**src/rtl/alu_pkg.sv**
```systemverilog
// alu_pkg: shared definitions for the multi-cycle ALU.
//   alu_op_e : ALUop encodings (3 bits)
//   state_e  : control FSM states (IDLE / BUSY / DONE)
package alu_pkg;

  typedef enum logic [2:0] {
    OP_ADD  = 3'b000,
    OP_SUB  = 3'b001,
    OP_AND  = 3'b010,
    OP_NOTB = 3'b011,
    OP_OR   = 3'b100,
    OP_XOR  = 3'b101,
    OP_SHL  = 3'b110,
    OP_MUL  = 3'b111
  } alu_op_e;

  typedef enum logic [1:0] {
    S_IDLE = 2'b00,
    S_BUSY = 2'b01,
    S_DONE = 2'b10
  } state_e;

endpackage

```
**src/rtl/alu_mc_if.sv**
```systemverilog
// alu_mc_if: operation/result handshake bundle of the multi-cycle ALU.
//   in_valid/in_ready   : operation offer (Ain, Bin, ALUop)
//   out_valid/out_ready : result offer (result, status = {V,N,Z})
//   master : producer/consumer side
//   slave  : ALU side
interface alu_mc_if #(
  parameter int WIDTH = 16
);
  logic             in_valid;
  logic             in_ready;
  logic [WIDTH-1:0] Ain;
  logic [WIDTH-1:0] Bin;
  logic [2:0]       ALUop;
  logic             out_valid;
  logic             out_ready;
  logic [WIDTH-1:0] result;
  logic [2:0]       status;

  modport master (
    output in_valid, Ain, Bin, ALUop, out_ready,
    input  in_ready, out_valid, result, status
  );

  modport slave (
    input  in_valid, Ain, Bin, ALUop, out_ready,
    output in_ready, out_valid, result, status
  );
endinterface

```
**src/rtl/alu_addsub.sv**
```systemverilog
// alu_addsub: WIDTH-bit two's-complement adder/subtractor.
//   i_a, i_b : operands
//   i_sub    : 1 = i_a - i_b, 0 = i_a + i_b
//   o_sum    : result modulo 2^WIDTH
//   o_cout   : carry out of the MSB (used by the multiply accumulation)
//   o_ovf    : signed overflow of this add/subtract
module alu_addsub #(
  parameter int WIDTH = 16
) (
  input  logic [WIDTH-1:0] i_a,
  input  logic [WIDTH-1:0] i_b,
  input  logic             i_sub,
  output logic [WIDTH-1:0] o_sum,
  output logic             o_cout,
  output logic             o_ovf
);
  logic [WIDTH-1:0] w_b;
  logic [WIDTH:0]   w_full;

  // Subtract as a + ~b + 1.
  assign w_b    = i_sub ? ~i_b : i_b;
  assign w_full = {1'b0, i_a} + {1'b0, w_b} + {{WIDTH{1'b0}}, i_sub};
  assign o_sum  = w_full[WIDTH-1:0];
  assign o_cout = w_full[WIDTH];
  // Overflow: both effective operands share a sign the result does not.
  assign o_ovf  = (i_a[WIDTH-1] == w_b[WIDTH-1]) && (o_sum[WIDTH-1] != i_a[WIDTH-1]);
endmodule

```
**src/rtl/alu_mc.sv**
```systemverilog
// alu_mc: multi-cycle ALU with valid/ready handshakes on both sides.
//   clk    : clock, rising edge
//   rst_n  : asynchronous active-low reset
//   io_bus : alu_mc_if slave (in_valid/in_ready/Ain/Bin/ALUop,
//            out_valid/out_ready/result/status {V,N,Z})
// Single-cycle ops (ADD SUB AND NOTB OR XOR) complete on accept. SHL shifts
// one bit per BUSY cycle; MUL is an unsigned shift-add, one multiplier bit
// per step, with bit 0 folded into the accept cycle so the result is visible
// WIDTH cycles after accept.
module alu_mc
  import alu_pkg::*;
#(
  parameter int WIDTH = 16,
  parameter int SHW   = $clog2(WIDTH)
) (
  input  logic    clk,
  input  logic    rst_n,
  alu_mc_if.slave io_bus
);
  localparam logic [SHW:0] CNT_ONE = (SHW+1)'(1);
  localparam logic [SHW:0] CNT_MUL = (SHW+1)'(WIDTH-1);

  state_e           r_state;
  alu_op_e          r_op;
  logic [WIDTH-1:0] r_a;
  logic [WIDTH-1:0] r_acc;
  logic [WIDTH-1:0] r_mq;
  logic [SHW:0]     r_cnt;
  logic [WIDTH-1:0] r_result;
  logic [2:0]       r_status;
  logic             r_in_ready;
  logic             r_out_valid;

  alu_op_e          w_op;
  logic             w_accept;
  logic             w_out_xfer;
  logic [WIDTH-1:0] w_add_a;
  logic [WIDTH-1:0] w_add_b;
  logic             w_add_sub;
  logic [WIDTH-1:0] w_sum;
  logic             w_cout;
  logic             w_ovf;
  logic [WIDTH-1:0] w_simple;
  logic             w_simple_v;
  logic [SHW:0]     w_shamt;
  logic [WIDTH-1:0] w_pp0;
  logic [WIDTH-1:0] w_mul_hi;
  logic [WIDTH-1:0] w_mul_lo;
  logic [WIDTH-1:0] w_shl;
  logic [WIDTH-1:0] w_busy_res;
  logic             w_busy_v;

  function automatic logic [2:0] f_flags(input logic v, input logic [WIDTH-1:0] res);
    return {v, res[WIDTH-1], (res == '0)};
  endfunction

  assign w_op       = alu_op_e'(io_bus.ALUop);
  assign w_accept   = io_bus.in_valid & r_in_ready;
  assign w_out_xfer = r_out_valid & io_bus.out_ready;
  assign w_shamt    = {1'b0, io_bus.Bin[SHW-1:0]};
  assign w_pp0      = io_bus.Bin[0] ? io_bus.Ain : '0;

  // The adder serves ADD/SUB straight from the inputs while idle and the
  // MUL accumulation from the working registers while busy.
  always_comb begin
    w_add_a   = io_bus.Ain;
    w_add_b   = io_bus.Bin;
    w_add_sub = (w_op == OP_SUB);
    if (r_state == S_BUSY) begin
      w_add_a   = r_acc;
      w_add_b   = r_mq[0] ? r_a : '0;
      w_add_sub = 1'b0;
    end
  end

  alu_addsub #(.WIDTH(WIDTH)) u_addsub (
    .i_a    (w_add_a),
    .i_b    (w_add_b),
    .i_sub  (w_add_sub),
    .o_sum  (w_sum),
    .o_cout (w_cout),
    .o_ovf  (w_ovf)
  );

  always_comb begin
    w_simple   = '0;
    w_simple_v = 1'b0;
    case (w_op)
      OP_ADD, OP_SUB: begin
        w_simple   = w_sum;
        w_simple_v = w_ovf;
      end
      OP_AND:  w_simple = io_bus.Ain & io_bus.Bin;
      OP_NOTB: w_simple = ~io_bus.Bin;
      OP_OR:   w_simple = io_bus.Ain | io_bus.Bin;
      OP_XOR:  w_simple = io_bus.Ain ^ io_bus.Bin;
      default: w_simple = '0;
    endcase
  end

  // Product register {r_acc, r_mq} shifts right once per step; the add
  // carry becomes the new top bit of the accumulator.
  assign w_mul_hi   = {w_cout, w_sum[WIDTH-1:1]};
  assign w_mul_lo   = {w_sum[0], r_mq[WIDTH-1:1]};
  assign w_shl      = {r_acc[WIDTH-2:0], 1'b0};
  assign w_busy_res = (r_op == OP_MUL) ? w_mul_lo : w_shl;
  assign w_busy_v   = (r_op == OP_MUL) ? (|w_mul_hi) : 1'b0;

  always_ff @(posedge clk or negedge rst_n) begin
    if (!rst_n) begin
      r_state     <= S_IDLE;
      r_op        <= OP_ADD;
      r_a         <= '0;
      r_acc       <= '0;
      r_mq        <= '0;
      r_cnt       <= '0;
      r_result    <= '0;
      r_status    <= '0;
      r_in_ready  <= 1'b1;
      r_out_valid <= 1'b0;
    end else begin
      case (r_state)
        S_IDLE: begin
          if (w_accept) begin
            r_op       <= w_op;
            r_a        <= io_bus.Ain;
            r_in_ready <= 1'b0;
            case (w_op)
              OP_SHL: begin
                r_acc <= io_bus.Ain;
                r_mq  <= io_bus.Bin;
                r_cnt <= w_shamt;
                // A zero shift has nothing to iterate over.
                if (w_shamt == '0) begin
                  r_result    <= io_bus.Ain;
                  r_status    <= f_flags(1'b0, io_bus.Ain);
                  r_out_valid <= 1'b1;
                  r_state     <= S_DONE;
                end else begin
                  r_state <= S_BUSY;
                end
              end
              OP_MUL: begin
                // Multiplier bit 0 is applied here against a zero accumulator.
                r_acc   <= {1'b0, w_pp0[WIDTH-1:1]};
                r_mq    <= {w_pp0[0], io_bus.Bin[WIDTH-1:1]};
                r_cnt   <= CNT_MUL;
                r_state <= S_BUSY;
              end
              default: begin
                r_result    <= w_simple;
                r_status    <= f_flags(w_simple_v, w_simple);
                r_out_valid <= 1'b1;
                r_state     <= S_DONE;
              end
            endcase
          end
        end
        S_BUSY: begin
          r_cnt <= r_cnt - CNT_ONE;
          if (r_op == OP_MUL) begin
            r_acc <= w_mul_hi;
            r_mq  <= w_mul_lo;
          end else begin
            r_acc <= w_shl;
          end
          if (r_cnt == CNT_ONE) begin
            r_result    <= w_busy_res;
            r_status    <= f_flags(w_busy_v, w_busy_res);
            r_out_valid <= 1'b1;
            r_state     <= S_DONE;
          end
        end
        S_DONE: begin
          if (w_out_xfer) begin
            r_out_valid <= 1'b0;
            r_in_ready  <= 1'b1;
            r_state     <= S_IDLE;
          end
        end
        default: begin
          r_out_valid <= 1'b0;
          r_in_ready  <= 1'b1;
          r_state     <= S_IDLE;
        end
      endcase
    end
  end

  assign io_bus.in_ready  = r_in_ready;
  assign io_bus.out_valid = r_out_valid;
  assign io_bus.result    = r_result;
  assign io_bus.status    = r_status;
endmodule

```
**src/flat_wrapper.sv**
```systemverilog
// flat-port wrapper written by rule: the top's interface ports become plain ports
module alu_mc_flat import alu_pkg::*;
#(
  parameter int WIDTH = 16,
  parameter int SHW   = $clog2(WIDTH)
)
  (clk, rst_n, io_bus_in_valid, io_bus_Ain, io_bus_Bin, io_bus_ALUop, io_bus_out_ready, io_bus_in_ready, io_bus_out_valid, io_bus_result, io_bus_status);
  alu_mc_if #(.WIDTH(WIDTH)) io_bus_i ();
  input  logic clk;
  input  logic rst_n;
  input wire logic [$bits(io_bus_i.in_valid)-1:0] io_bus_in_valid;
  input wire logic [$bits(io_bus_i.Ain)-1:0] io_bus_Ain;
  input wire logic [$bits(io_bus_i.Bin)-1:0] io_bus_Bin;
  input wire logic [$bits(io_bus_i.ALUop)-1:0] io_bus_ALUop;
  input wire logic [$bits(io_bus_i.out_ready)-1:0] io_bus_out_ready;
  output wire logic [$bits(io_bus_i.in_ready)-1:0] io_bus_in_ready;
  output wire logic [$bits(io_bus_i.out_valid)-1:0] io_bus_out_valid;
  output wire logic [$bits(io_bus_i.result)-1:0] io_bus_result;
  output wire logic [$bits(io_bus_i.status)-1:0] io_bus_status;
  assign io_bus_i.in_valid = io_bus_in_valid;
  assign io_bus_i.Ain = io_bus_Ain;
  assign io_bus_i.Bin = io_bus_Bin;
  assign io_bus_i.ALUop = io_bus_ALUop;
  assign io_bus_i.out_ready = io_bus_out_ready;
  assign io_bus_in_ready = io_bus_i.in_ready;
  assign io_bus_out_valid = io_bus_i.out_valid;
  assign io_bus_result = io_bus_i.result;
  assign io_bus_status = io_bus_i.status;
  alu_mc #(.WIDTH(WIDTH), .SHW(SHW)) u_core (.clk(clk), .rst_n(rst_n), .io_bus(io_bus_i));
endmodule
```
**config.mk**
```make
export PLATFORM = sky130hd
export DESIGN_NAME = alu_mc_flat
export DESIGN_NICKNAME = d
export VERILOG_FILES = /design/src/rtl/alu_pkg.sv /design/src/rtl/alu_mc_if.sv /design/src/rtl/alu_addsub.sv /design/src/rtl/alu_mc.sv /design/src/flat_wrapper.sv
export SDC_FILE = /design/constraint.sdc
export NUM_CORES = 1
export LEC_CHECK = 0
export ABC_AREA = 1
export BUFFER_PORTS_ARGS = -buffer_cell sky130_fd_sc_hd__buf_2
export CELL_PAD_IN_SITES_DETAIL_PLACEMENT = 2
export CELL_PAD_IN_SITES_GLOBAL_PLACEMENT = 2
export CORE_ASPECT_RATIO = 0.6
export CORE_MARGIN = 2
export CORE_UTILIZATION = 31
export DETAILED_ROUTE_END_ITERATION = 8
export HOLD_SLACK_MARGIN = 0.12
export PLACE_DENSITY_LB_ADDON = 0.1
export SETUP_SLACK_MARGIN = 0.2
export SYNTH_ARGS = -nofsm -noshare
export SYNTH_HDL_FRONTEND = slang
export SYNTH_SLANG_ARGS = --single-unit
export TNS_END_PERCENT = 10
```
**constraint.sdc**
```tcl
create_clock -name clk -period 3.3 [get_ports clk]
set_input_delay 0 -clock clk [delete_from_list [all_inputs] [get_ports clk]]
set_output_delay 0 -clock clk [all_outputs]
set_load 0.05 [all_outputs]
```
==> metrics.cfg, run 1 <==
[worst_setup_path]
regToRegSetupSlack_ns=-0.14
startpoint=u_core.r_state[0]$_DFFE_PN0P_
critPathCapture=u_core.io_bus.status[2]$_DFFE_PN0P_
start_kind=flop
r2r-end=u_core.io_bus.status[2]$_DFFE_PN0P_
cp_max_fo=12
cp.required_ns=3.54
worst-setup-path-type=reg2reg
r2r-start=u_core.r_state[0]$_DFFE_PN0P_
reg2regPathDepth=20
arrival_ns=3.67
cp-end-kind=flop

[logic_synthesis]
synth-compound-area-share_pct=22.1
synth_common_cells=nand2_1, o21ai_0, inv_1, nor2_1, dfrtp_1
post_synth_instance_area_um2=6810
syn_inst=1020
synth-adder-area-share_pct=9.30
synth_area_leaders=dfrtp_1, nand2_1, ha_1
synth.largest_area_cell=dfrtp_1
synth_top_family_by_area=simple AND/OR/NAND/NOR gates
syn_area_per_cell_um2=6.67
ys_warn_count=0
synth_nets=1109
synth-edff-count=0
synth.distinct_cells=48
ys_ff_latch=78
async_reset_ff_share_pct=100
yosysSeqAreaShare_pct=28.7
muxShareOfSynthArea_pct=0.147
synth_top_cell_area_share_pct=28.3
yosys.area_share.simple_pct=27.8
dominantRegCellSynth=dfrtp_1
yosysMostFrequentCell=nand2_1
synth-xor-area-share_pct=2.19

[clocking]
cts.sinks=78
htreeDepth=3
cts_tree=done
cts-root-buf=clkbuf_16
clk_transition_reported_paths_ns=0.06
numCtsBuffers=9
clk-insertion-delay-late_ns=0.36
cts_buffer_depth=2

[pwr]
ir_drop_mv=0.328
leakagePower_uw=0.00437
powerDensity_nw_per_um2=894

[detailed_routing]
drt_pre_antenna_iters=5
drc=0
vias_per_cell=5.59
routed_wl_mm=35.8
postRouteAntennaNets=0
wl_per_cell_um=24.6
vias=8128
dr.first_iter.drc_count=669

[timing]
rsz0062_at_grt=yes
slew_viol_final=0
setup_tns_ns=-0.246
finClkSkew_ns=0.0117
tightest_slew_ns=0.887
setup_viol=2
fmax_ghz=0.291
timing.slew.headroom_pct=40.8
finalCriticalPeriod_ns=3.44
hold_viol=0
fin_crit_sh_pct=104
fin_ws_ns=-0.136

[global_routing]
grt_pass1_wl_mm=53.6
grtUsageTotal_pct=31.1
grt_max_degree=41
antenna_found_initial=0
grt_pass1_vias=8317
overflow=0

[job]
drv_cap=0

[place]
io_buffers=59
dpl.hpwl_mm=27.9
place_congestion=0.896
pre_cts_slack_ns=-0.243

[run_status]
status=finished with violations
violations=negative setup slack

[hold_path]
min_path_type=in2reg

[floorplan]
die_h_um=119
die_w_um=195
ios=60
coreArea_um2=21300
die-area_um2=23200
initial_core_util_pct=32.0
rows=41

[cells_and_area]
final_util_pct=41.7
drive_above_1_share_pct=20.5
diodes=0
fin_nets=1259
area_delta_synth_final_pct=30.5

-- layout by cell type, fill, tap and decap left out, drive strengths merged --
cell,instances
nand3,68
o211ai,23
a31oi,3
a21oi,45
o22a,1
dlygate4sd3,26
nand2,262
clkbuf,11
dfrtp,77
xor2,16
o21a,1
or2,1
nand3b,5
o21ai,127
xnor2,1
inv,123
a311oi,1
a211oi,4
nor3,10
o22ai,18
o21bai,2
o221ai,3
ha,49
nor2,81
a221oi,17
a21o,2
clkinv,7
buf,161
fa,1
o31ai,1
and2,4
o2111ai,2
a22oi,3
nor4,6
dfstp,1
mux2i,1
a41oi,3
nand4,8
-- sequential cells by signal, indices dropped and copies added (netlist names) --
signal,count
u_core.r_a,16
u_core.r_acc,16
u_core.r_mq,16
u_core.io_bus.result,15
u_core.r_cnt,5
u_core.io_bus.status,3
u_core.r_op,3
u_core.r_state,2
u_core.io_bus.in_ready,1
u_core.io_bus.out_valid,1
-- cells by family after synthesis --
kind of cell    count (synthesis)
buf+inv                       173
mux                             1
simple gates                  445
fa+ha+maj                      50
xor+xnor                       17
compound gates                256
flops                          78
-- per-layer routing --
metal	track usage, %	up-vias	part of all wire (%)
li1	-	3712	-
met1	48.0	4141	51
met2	43.2	255	40
met3	8.36	20	8.1
met4	4.53	0	0.73
met5	0	-	0
-- per-stage QoR --
step	power (uW)	hold WS (ns)	area, um2	std cells
after floorplan	4450	-0.296	6820	1020
after global placement	6340	-0.0555	8020	1401
after detailed placement	6500	-0.0585	8020	1401
after CTS	7740	0.132	8760	1452
after global routing	8470	0.166	8890	1454
final	7950	0.143	8890	1454
-- layout make-up --
| type | instances | area [um2] |
|---|---|---|
| Tap cell | 279 | 349 |
| Sequential cell | 78 | 1950 |
| Clock inverter | 5 | 32.5 |
| Multi-Input combinational cell | 769 | 4430 |
| Timing Repair Buffer | 187 | 1410 |
| Clock buffer | 11 | 243 |
| Inverter | 125 | 472 |
| Fill cell | 2535 | 12400 |
-- worst min path at each step --
stage,start,end,slack (ns),depth (start not counted)
2_1_floorplan,rst_n,u_core.io_bus.out_valid$_DFFE_PN0P_,-0.30,0
6_report,io_bus_Bin[15],u_core.r_mq[14]$_DFFE_PN0P_,0.14,5
4_1_cts,io_bus_Bin[15],u_core.r_mq[14]$_DFFE_PN0P_,0.13,5
3_3_place_gp,rst_n,u_core.r_mq[13]$_DFFE_PN0P_,-0.06,1
5_1_grt,io_bus_Bin[15],u_core.r_mq[14]$_DFFE_PN0P_,0.17,5
3_5_place_dp,rst_n,u_core.r_mq[13]$_DFFE_PN0P_,-0.06,1
-- worst max-delay path, stage by stage, from the launching register on --
cell	delay [ns]
dfrtp_1	0.38
buf_4	0.19
nand2_4	0.14
nand3_4	0.14
inv_2	0.10
buf_12	0.17
xor2_2	0.28
ha_4	0.27
a21o_1	0.20
nand3_1	0.07
nand2_1	0.07
a21oi_1	0.20
nand2_1	0.09
nand2_1	0.13
buf_4	0.13
a21oi_1	0.08
buf_4	0.15
nor3_2	0.21
nand3_1	0.10
a21oi_1	0.15
nor2_1	0.06
-- where the power goes --
group | internal [uW] | total [uW] | switching (uW)
logic | 1730 | 5200 | 3480
clock network | 532 | 996 | 464
registers | 1420 | 1750 | 328
-- repair_timing --
item / in CTS / in global routing
gates resized for setup: 34 / 31
pin swaps: 10 / 7
setup buffers: 8 / 2
endpoints found under the setup margin: 19 / 22
hold buffers: 27 / 0
hold endpoints to repair: 103 / 0
(Power assumes the default switching activity.)
==> run 2: changes to the inputs <==
--- a/config.mk
+++ b/config.mk
@@ -15,7 +15,6 @@
 export DETAILED_ROUTE_END_ITERATION = 8
 export HOLD_SLACK_MARGIN = 0.12
 export PLACE_DENSITY_LB_ADDON = 0.1
-export SETUP_SLACK_MARGIN = 0.2
 export SYNTH_ARGS = -nofsm -noshare
 export SYNTH_HDL_FRONTEND = slang
 export SYNTH_SLANG_ARGS = --single-unit
==> run 2 against run 1 <==
Compared with the run above: total power increased by 18%; the run still ends with negative setup slack left; sequential share of layout area decreased by 2.0 points; sequential cell count unchanged; largest cell class unchanged; clock-buffer cell count decreased by 1; largest power group unchanged; non-clock buffer count increased by 33; critical path type unchanged; clock power increased by 18%; utilization increased by 4.1 points; cell count increased by 2.3%.
==> metrics.cfg, run 2 (synthesized netlist as in run 1, its figures left out) <==
[run_status]
status=finished with violations  ; unchanged
violations=negative setup slack  ; unchanged

[clocking]
cts-root-buf=clkbuf_16  ; unchanged
clk_transition_reported_paths_ns=0.07  ; was 0.06 ns
numCtsBuffers=9  ; unchanged
htreeDepth=3  ; unchanged
cts.sinks=78  ; unchanged
cts_tree=done  ; unchanged
clk-insertion-delay-late_ns=0.38  ; was 0.36 ns
cts_buffer_depth=2  ; unchanged

[detailed_routing]
wl_per_cell_um=27.5  ; was 24.6 um
routed_wl_mm=40.9  ; was 35.8 mm
drc=0  ; unchanged
vias_per_cell=5.84  ; was 5.59
drt_pre_antenna_iters=5  ; unchanged
postRouteAntennaNets=0  ; unchanged
dr.first_iter.drc_count=758  ; was 669
vias=8693  ; was 8128

[floorplan]
rows=41  ; unchanged
die_h_um=119  ; unchanged
initial_core_util_pct=32.0  ; unchanged
ios=60  ; unchanged
die_w_um=195  ; unchanged
coreArea_um2=21300  ; unchanged
die-area_um2=23200  ; unchanged

[pwr]
p_comb_share_pct=68.4  ; was 65.5%
ir_drop_mv=0.423  ; was 0.328 mV
leakagePower_uw=0.00465  ; was 0.00437 uW
p_int_uw=4330  ; was 3680 uW
powerDensity_nw_per_um2=958  ; was 894 nW/um2
p_seq_share_pct=19.0  ; was 22.0%
pwr-share-clk_pct=12.6  ; was 12.5%
swShare_pct=53.6  ; was 53.7%
power_switching_uw=5020  ; was 4270 uW

[global_routing]
grt_pass1_wl_mm=56.4  ; was 53.6 mm
antenna_found_initial=2  ; was 0
grt_pass1_vias=8708  ; was 8317
overflow=0  ; unchanged
grtUsageTotal_pct=32.9  ; was 31.1%
grt_max_degree=61  ; was 41

[cells_and_area]
layout_commonest_cell=nand2_1  ; unchanged
final_cell_mix=nand2_1, buf_4, inv_1  ; was nand2_1, inv_1, o21ai_0
largestRegisters=u_core.r_a (16), u_core.r_acc (16), u_core.r_mq (16)  ; unchanged
final_util_pct=45.8  ; was 41.7%
instances_no_fill=1488  ; was 1454
fin_area_um2=9760  ; was 8890 um2
area_delta_synth_final_pct=43.4  ; was 30.5%
drive_above_1_share_pct=30.1  ; was 20.5%
n_fill_cell=2462  ; was 2535
fin_nets=1292  ; was 1259

[job]
drv_cap=0  ; unchanged

[timing]
fin_crit_sh_pct=106  ; was 104%
finClkSkew_ns=0.0155  ; was 0.0117 ns
hold_viol=0  ; unchanged
fin_ws_ns=-0.214  ; was -0.136 ns
setup_viol=10  ; was 2
setup_tns_ns=-0.970  ; was -0.246 ns
slew_viol_final=0  ; unchanged
fmax_ghz=0.285  ; was 0.291 GHz
finalCriticalPeriod_ns=3.51  ; was 3.44 ns
timing.slew.headroom_pct=39.3  ; was 40.8%
rsz0062_at_grt=yes  ; unchanged
hold-worst-slack_ns=0.112  ; was 0.143 ns
tightest_slew_ns=0.911  ; was 0.887 ns

[worst_setup_path]
start_kind=flop  ; unchanged
cp_max_fo=5  ; was 12
startpoint=u_core.r_state[1]$_DFFE_PN0P_  ; was u_core.r_state[0]$_DFFE_PN0P_
arrival_ns=3.77  ; was 3.67 ns
cp-end-kind=flop  ; unchanged
cp.required_ns=3.56  ; was 3.54 ns
worst-setup-path-type=reg2reg  ; unchanged
r2r-start=u_core.r_state[1]$_DFFE_PN0P_  ; was u_core.r_state[0]$_DFFE_PN0P_

[place]
post_dp_cell_area_um2=8220  ; was 8020 um2
io_buffers=59  ; unchanged
dpl.hpwl_mm=28.3  ; was 27.9 mm
placed_cells=1427  ; was 1401
place_congestion=0.916  ; was 0.896

[hold_path]
min_path_type=in2reg  ; unchanged
min_from=io_bus_Bin[11]  ; was io_bus_Bin[15]

[run 2: cell types whose count changed in the layout (fill, tap and decap cells not counted), moves of 7 or more]
| cell | change |
|---|---|
| nand2_2 | +25 |
| nand2_1 | -32 |
| o21ai_0 | -9 |
| nor2_1 | -9 |
| nand3_4 | +9 |
| buf_4 | +28 |
| nand3_1 | -16 |
| inv_1 | -7 |
| nand3_2 | +7 |
[run 2: worst max-delay path: stages (launching register included)]
cell	delay, ns
dfrtp_2	0.47
nor2_4	0.15
buf_12	0.15
buf_16	0.13
nand3_1	0.08
o21ai_2	0.07
buf_4	0.16
xor2_1	0.21
ha_2	0.35
nand2_1	0.11
nand2_1	0.06
o21bai_2	0.21
a21oi_2	0.26
nand2_1	0.13
nand2_2	0.13
buf_4	0.13
a21oi_2	0.06
nor3_1	0.19
nand3_1	0.12
a21oi_1	0.14
nor2_1	0.06
[run 2: per-layer routing]
| metal | global-route usage [%] | share of wire, % | vias to the layer above |
|---|---|---|---|
| met5 | 0 | 0.066 | - |
| met1 | 49.6 | 45 | 4478 |
| met4 | 6.06 | 1.9 | 4 |
| met2 | 46.3 | 43 | 358 |
| li1 | - | - | 3795 |
| met3 | 8.99 | 10 | 58 |
[run 2: path summary, 6_finish.rpt]
path	to	slack, ns	cells after the start
max in group asynchronous	u_core.r_acc[11]$_DFFE_PN0P_	2.15	3
setup reg to reg	u_core.io_bus.status[2]$_DFFE_PN0P_	-0.21	20
setup / recovery	u_core.io_bus.status[2]$_DFFE_PN0P_	-0.21	20
min in group asynchronous	u_core.r_mq[12]$_DFFE_PN0P_	0.28	2
hold reg to reg	u_core.r_op[2]$_DFFE_PN0P_	0.49	2
hold / removal	u_core.r_mq[10]$_DFFE_PN0P_	0.11	5
[run 2: metrics by stage]
stage               worst slack (ns)  total power (uW)
finish                        -0.214              9350
global route                  -0.326              9800
CTS                          -0.0393              8400
detailed placement            -0.375              6790
global placement              -0.293              6630
floorplan                     0.0383              4440
[run 2: what timing repair did]
action	4_1_cts	5_1_grt
setup endpoints to repair	19	18
gates cloned	2	1
buffers inserted	10	6
hold endpoints to repair	83	0
gates resized for setup	81	120
pin swaps	29	48
hold buffers	26	0
[run 2: power by group through the flow]
stage | combinational (uW) | clock, uW | sequential [uW]
floorplan | 2380 | 0 | 2060
global placement | 4910 | 0 | 1720
detailed placement | 5040 | 0 | 1740
CTS | 5480 | 1180 | 1730
global route | 6780 | 1210 | 1810
finish | 6400 | 1180 | 1770
[run 2: final cells by class]
class | instances | area [um2] | share of cell area [%]
clock inverter | 6 | 93.8 | 0.962
multi-input combinational | 769 | 4920 | 50.4
clock buffer | 10 | 229 | 2.35
tap | 279 | 349 | 3.58
inverter | 125 | 478 | 4.90
timing repair buffer | 220 | 1740 | 17.8
antenna | 1 | 2.50 | 0.0256
sequential | 78 | 1950 | 20.0
==> run 3: changes to the inputs <==
--- a/config.mk
+++ b/config.mk
@@ -5,13 +5,12 @@
 export SDC_FILE = /design/constraint.sdc
 export NUM_CORES = 1
 export LEC_CHECK = 0
-export ABC_AREA = 1
 export BUFFER_PORTS_ARGS = -buffer_cell sky130_fd_sc_hd__buf_2
 export CELL_PAD_IN_SITES_DETAIL_PLACEMENT = 2
 export CELL_PAD_IN_SITES_GLOBAL_PLACEMENT = 2
 export CORE_ASPECT_RATIO = 0.6
 export CORE_MARGIN = 2
-export CORE_UTILIZATION = 31
+export CORE_UTILIZATION = 33
 export DETAILED_ROUTE_END_ITERATION = 8
 export HOLD_SLACK_MARGIN = 0.12
 export PLACE_DENSITY_LB_ADDON = 0.1
==> run 3 against run 2 <==
Compared with the run above: the run still ends with negative setup slack left; worst setup slack got worse by 0.86 ns; maximum frequency decreased by 20%; synthesized area decreased by 0.66%; clock-buffer cell count increased by 4; sequential power decreased by 46%; clock power decreased by 9%; critical path depth decreased by 3; synthesized cell count decreased by 14%; global-route usage decreased by 0.24 points; non-clock buffer count increased by 27; cell count decreased by 9.7%; critical path type unchanged; critical endpoint unchanged.
==> metrics.cfg, run 3 <==
[logic_synthesis]
synth_area_leaders=dfrtp_1, ha_1, nand2_1  ; was dfrtp_1, nand2_1, ha_1
synth.distinct_cells=67  ; was 48
synth_nets=962  ; was 1109
synth_common_cells=nand2_1, o21ai_0, dfrtp_1, a21oi_1, nor2_1  ; was nand2_1, o21ai_0, inv_1, nor2_1, dfrtp_1
async_reset_ff_share_pct=100  ; unchanged
post_synth_instance_area_um2=6760  ; was 6810 um2
syn_area_per_cell_um2=7.75  ; was 6.67 um2
synth-edff-count=0  ; unchanged
syn_inst=873  ; was 1020
dominantRegCellSynth=dfrtp_1  ; unchanged
yosysMostFrequentCell=nand2_1  ; unchanged
synth.largest_area_cell=dfrtp_1  ; unchanged
ys_warn_count=0  ; unchanged
yosysSeqAreaShare_pct=28.9  ; was 28.7%
ys_ff_latch=78  ; unchanged
synth_top_cell_area_share_pct=28.5  ; was 28.3%

[timing]
fin_ws_ns=-1.07  ; was -0.214 ns
fmax_ghz=0.229  ; was 0.285 GHz
setup_tns_ns=-8.41  ; was -0.970 ns
timing.slew.headroom_pct=5.67  ; was 39.3%
finClkSkew_ns=0.0127  ; was 0.0155 ns
hold_viol=0  ; unchanged
tightest_slew_ns=1.40  ; was 0.911 ns
rsz0062_at_grt=yes  ; unchanged
slew_viol_final=0  ; unchanged
fin_crit_sh_pct=132  ; was 106%
setup_viol=25  ; was 10
finalCriticalPeriod_ns=4.37  ; was 3.51 ns

[global_routing]
antenna_found_initial=0  ; was 2
grtUsageTotal_pct=32.6  ; was 32.9%
grt_pass1_wl_mm=53.0  ; was 56.4 mm
overflow=0  ; unchanged
grt_max_degree=69  ; was 61
grt_pass1_vias=8726  ; was 8708

[floorplan]
die-area_um2=21700  ; was 23200 um2
coreArea_um2=20100  ; was 21300 um2
die_w_um=189  ; was 195 um
die_h_um=115  ; was 119 um
ios=60  ; unchanged
rows=40  ; was 41
initial_core_util_pct=33.7  ; was 32.0%

[worst_setup_path]
start_kind=flop  ; unchanged
arrival_ns=4.58  ; was 3.77 ns
reg2regPathDepth=17  ; was 20
cp-end-kind=flop  ; unchanged
cp_cell_sequence=and2b_4, buf_12, mux2i_4, mux2_4, inv_2, fa_2, buf_4, a21oi_4, o2111ai_4, xnor2_2, inv_1, or2_2, nor4bb_2, nand4b_1, nor4_2, a31o_2, a31oi_1  ; was nor2_4, buf_12, buf_16, nand3_1, o21ai_2, buf_4, xor2_1, ha_2, nand2_1, nand2_1, o21bai_2, a21oi_2, nand2_1, nand2_2, buf_4, a21oi_2, nor3_1, nand3_1, a21oi_1, nor2_1
cp.buffers_inverters=4  ; unchanged
path_depth=17  ; was 20
worst-setup-path-type=reg2reg  ; unchanged
cp_max_fo=4  ; was 5
slowest_stage=dfrtp_1  ; was dfrtp_2
crit_family=simple AND/OR/NAND/NOR gates  ; unchanged
critPathMaxStageDelay_ns=0.39  ; was 0.47 ns
cp.required_ns=3.51  ; was 3.56 ns

[job]
drv_cap=0  ; unchanged

[clocking]
cts_tree=done  ; unchanged
cts-root-buf=clkbuf_16  ; unchanged
clk_transition_reported_paths_ns=0.07  ; about the same
cts_buffer_depth=2  ; unchanged
htreeDepth=3  ; unchanged
clk-insertion-delay-late_ns=0.37  ; was 0.38 ns
cts.sinks=78  ; unchanged
numCtsBuffers=9  ; unchanged

[place]
dpl.hpwl_mm=25.6  ; was 28.3 mm
post_dp_cell_area_um2=8230  ; was 8220 um2
place_congestion=0.940  ; was 0.916
io_buffers=59  ; unchanged

[run_status]
violations=negative setup slack  ; unchanged
status=finished with violations  ; unchanged

[detailed_routing]
postRouteAntennaNets=0  ; unchanged
drc=0  ; unchanged
dr.first_iter.drc_count=818  ; was 758
vias_per_cell=6.23  ; was 5.84
wl_per_cell_um=28.9  ; was 27.5 um
vias=8371  ; was 8693
routed_wl_mm=38.8  ; was 40.9 mm
drt_pre_antenna_iters=5  ; unchanged

[cells_and_area]
largestRegisters=u_core.r_a (16), u_core.r_acc (16), u_core.r_mq (16)  ; unchanged
area_delta_synth_final_pct=41.3  ; was 43.4%
diodes=0  ; was 1
final_cell_mix=buf_4, nand2_1, dfrtp_1  ; was nand2_1, buf_4, inv_1
drive_above_1_share_pct=33.1  ; was 30.1%
layout_commonest_cell=buf_4  ; was nand2_1
fin_nets=1155  ; was 1292
fin_area_um2=9550  ; was 9760 um2
n_fill_cell=2215  ; was 2462

[pwr]
leakagePower_uw=0.00446  ; was 0.00465 uW
powerDensity_nw_per_um2=347  ; was 958 nW/um2
ir_drop_mv=0.293  ; was 0.423 mV

[hold_path]
min_path_type=in2reg  ; unchanged
hold_depth=5  ; unchanged

## run 3: changes by cell type after synthesis, sizes merged, moves of 17 or more
cell,previous run,this run
a21oi,45,77
clkbuf,30,55
a31oi,3,29
o21ai,127,87
nand3,68,22
nand2,262,132
mux2,0,21
inv,122,44
nor2,81,63
a211oi,4,21
## run 3: power by group
part	switching (uW)	internal [uW]
registers	0	956
logic	748	546
clock network	458	608
## run 3: through the flow
| stage | total power [uW] | setup slack, ns | util [%] | std cells | hold slack (ns) |
|---|---|---|---|---|---|
| 2_1_floorplan | 1420 | -0.326 | - | 873 | -0.296 |
| 3_3_place_gp | 1890 | -0.565 | 41.0 | 1276 | 0.195 |
| 3_5_place_dp | 1930 | -0.819 | 41.0 | 1276 | 0.219 |
| 4_1_cts | 3090 | -0.676 | 44.9 | 1321 | 0.123 |
| 5_1_grt | 3410 | -1.12 | 47.6 | 1344 | 0.158 |
| 6_report | 3320 | -1.07 | 47.6 | 1344 | 0.120 |
## run 3: area by class of cell
class | instances | area (um2) | share of cell area, %
Sequential cell | 78 | 1950 | 20.4
Inverter | 44 | 165 | 1.73
Clock inverter | 2 | 35.0 | 0.367
Multi-Input combinational cell | 686 | 4940 | 51.7
Clock buffer | 14 | 254 | 2.66
Tap cell | 273 | 342 | 3.58
Timing Repair Buffer | 247 | 1860 | 19.5
## run 3: worst paths after layout
check	start	end	slack (ns)
hold / removal	io_bus_Bin[9]	u_core.r_mq[9]$_DFFE_PN0P_	0.12
setup reg to reg	u_core.r_state[1]$_DFFE_PN0P_	u_core.io_bus.status[2]$_DFFE_PN0P_	-1.07
hold reg to reg	u_core.io_bus.result[7]$_DFFE_PN0P_	u_core.io_bus.result[7]$_DFFE_PN0P_	0.48
max in group asynchronous	rst_n	u_core.r_op[0]$_DFFE_PN0P_	2.07
min in group asynchronous	rst_n	u_core.r_a[0]$_DFFE_PN0P_	0.35
setup / recovery	u_core.r_state[1]$_DFFE_PN0P_	u_core.io_bus.status[2]$_DFFE_PN0P_	-1.07
## run 3: cell families after synthesis
logic type	share of synthesized area, %
xor gates and xnor gates	4.14
muxes	4.74
adders and majority gates	9.36
buffers and inverters	6.33
DFF	28.9
and+or+nand+nor	18.8
AOI/OAI and AO/OA	27.8
## run 3: tightest hold or removal path, cell delays in order
cell     delay, ns
buf_2         0.13
nand2_1       0.06
a21oi_1       0.06
a21oi_1       0.11
o21ai_0       0.08
## run 3: repair_timing
item | CTS | global route
endpoints found under the setup margin | 22 | 27
buffers inserted | 8 | 22
hold endpoints to repair | 90 | 0
pin swaps | 32 | 51
resized for setup | 46 | 67
gates cloned | 0 | 1
hold buffers | 21 | 0
## run 3: routing by layer
| layer | wire [um] | global-route usage [%] | part of all wire, % |
|---|---|---|---|
| met4 | 1830 | 13.2 | 4.7 |
| met2 | 18100 | 55.6 | 47 |
| met5 | 0 | 0 | 0 |
| met3 | 2800 | 5.80 | 7.2 |
| met1 | 16100 | 41.4 | 41 |
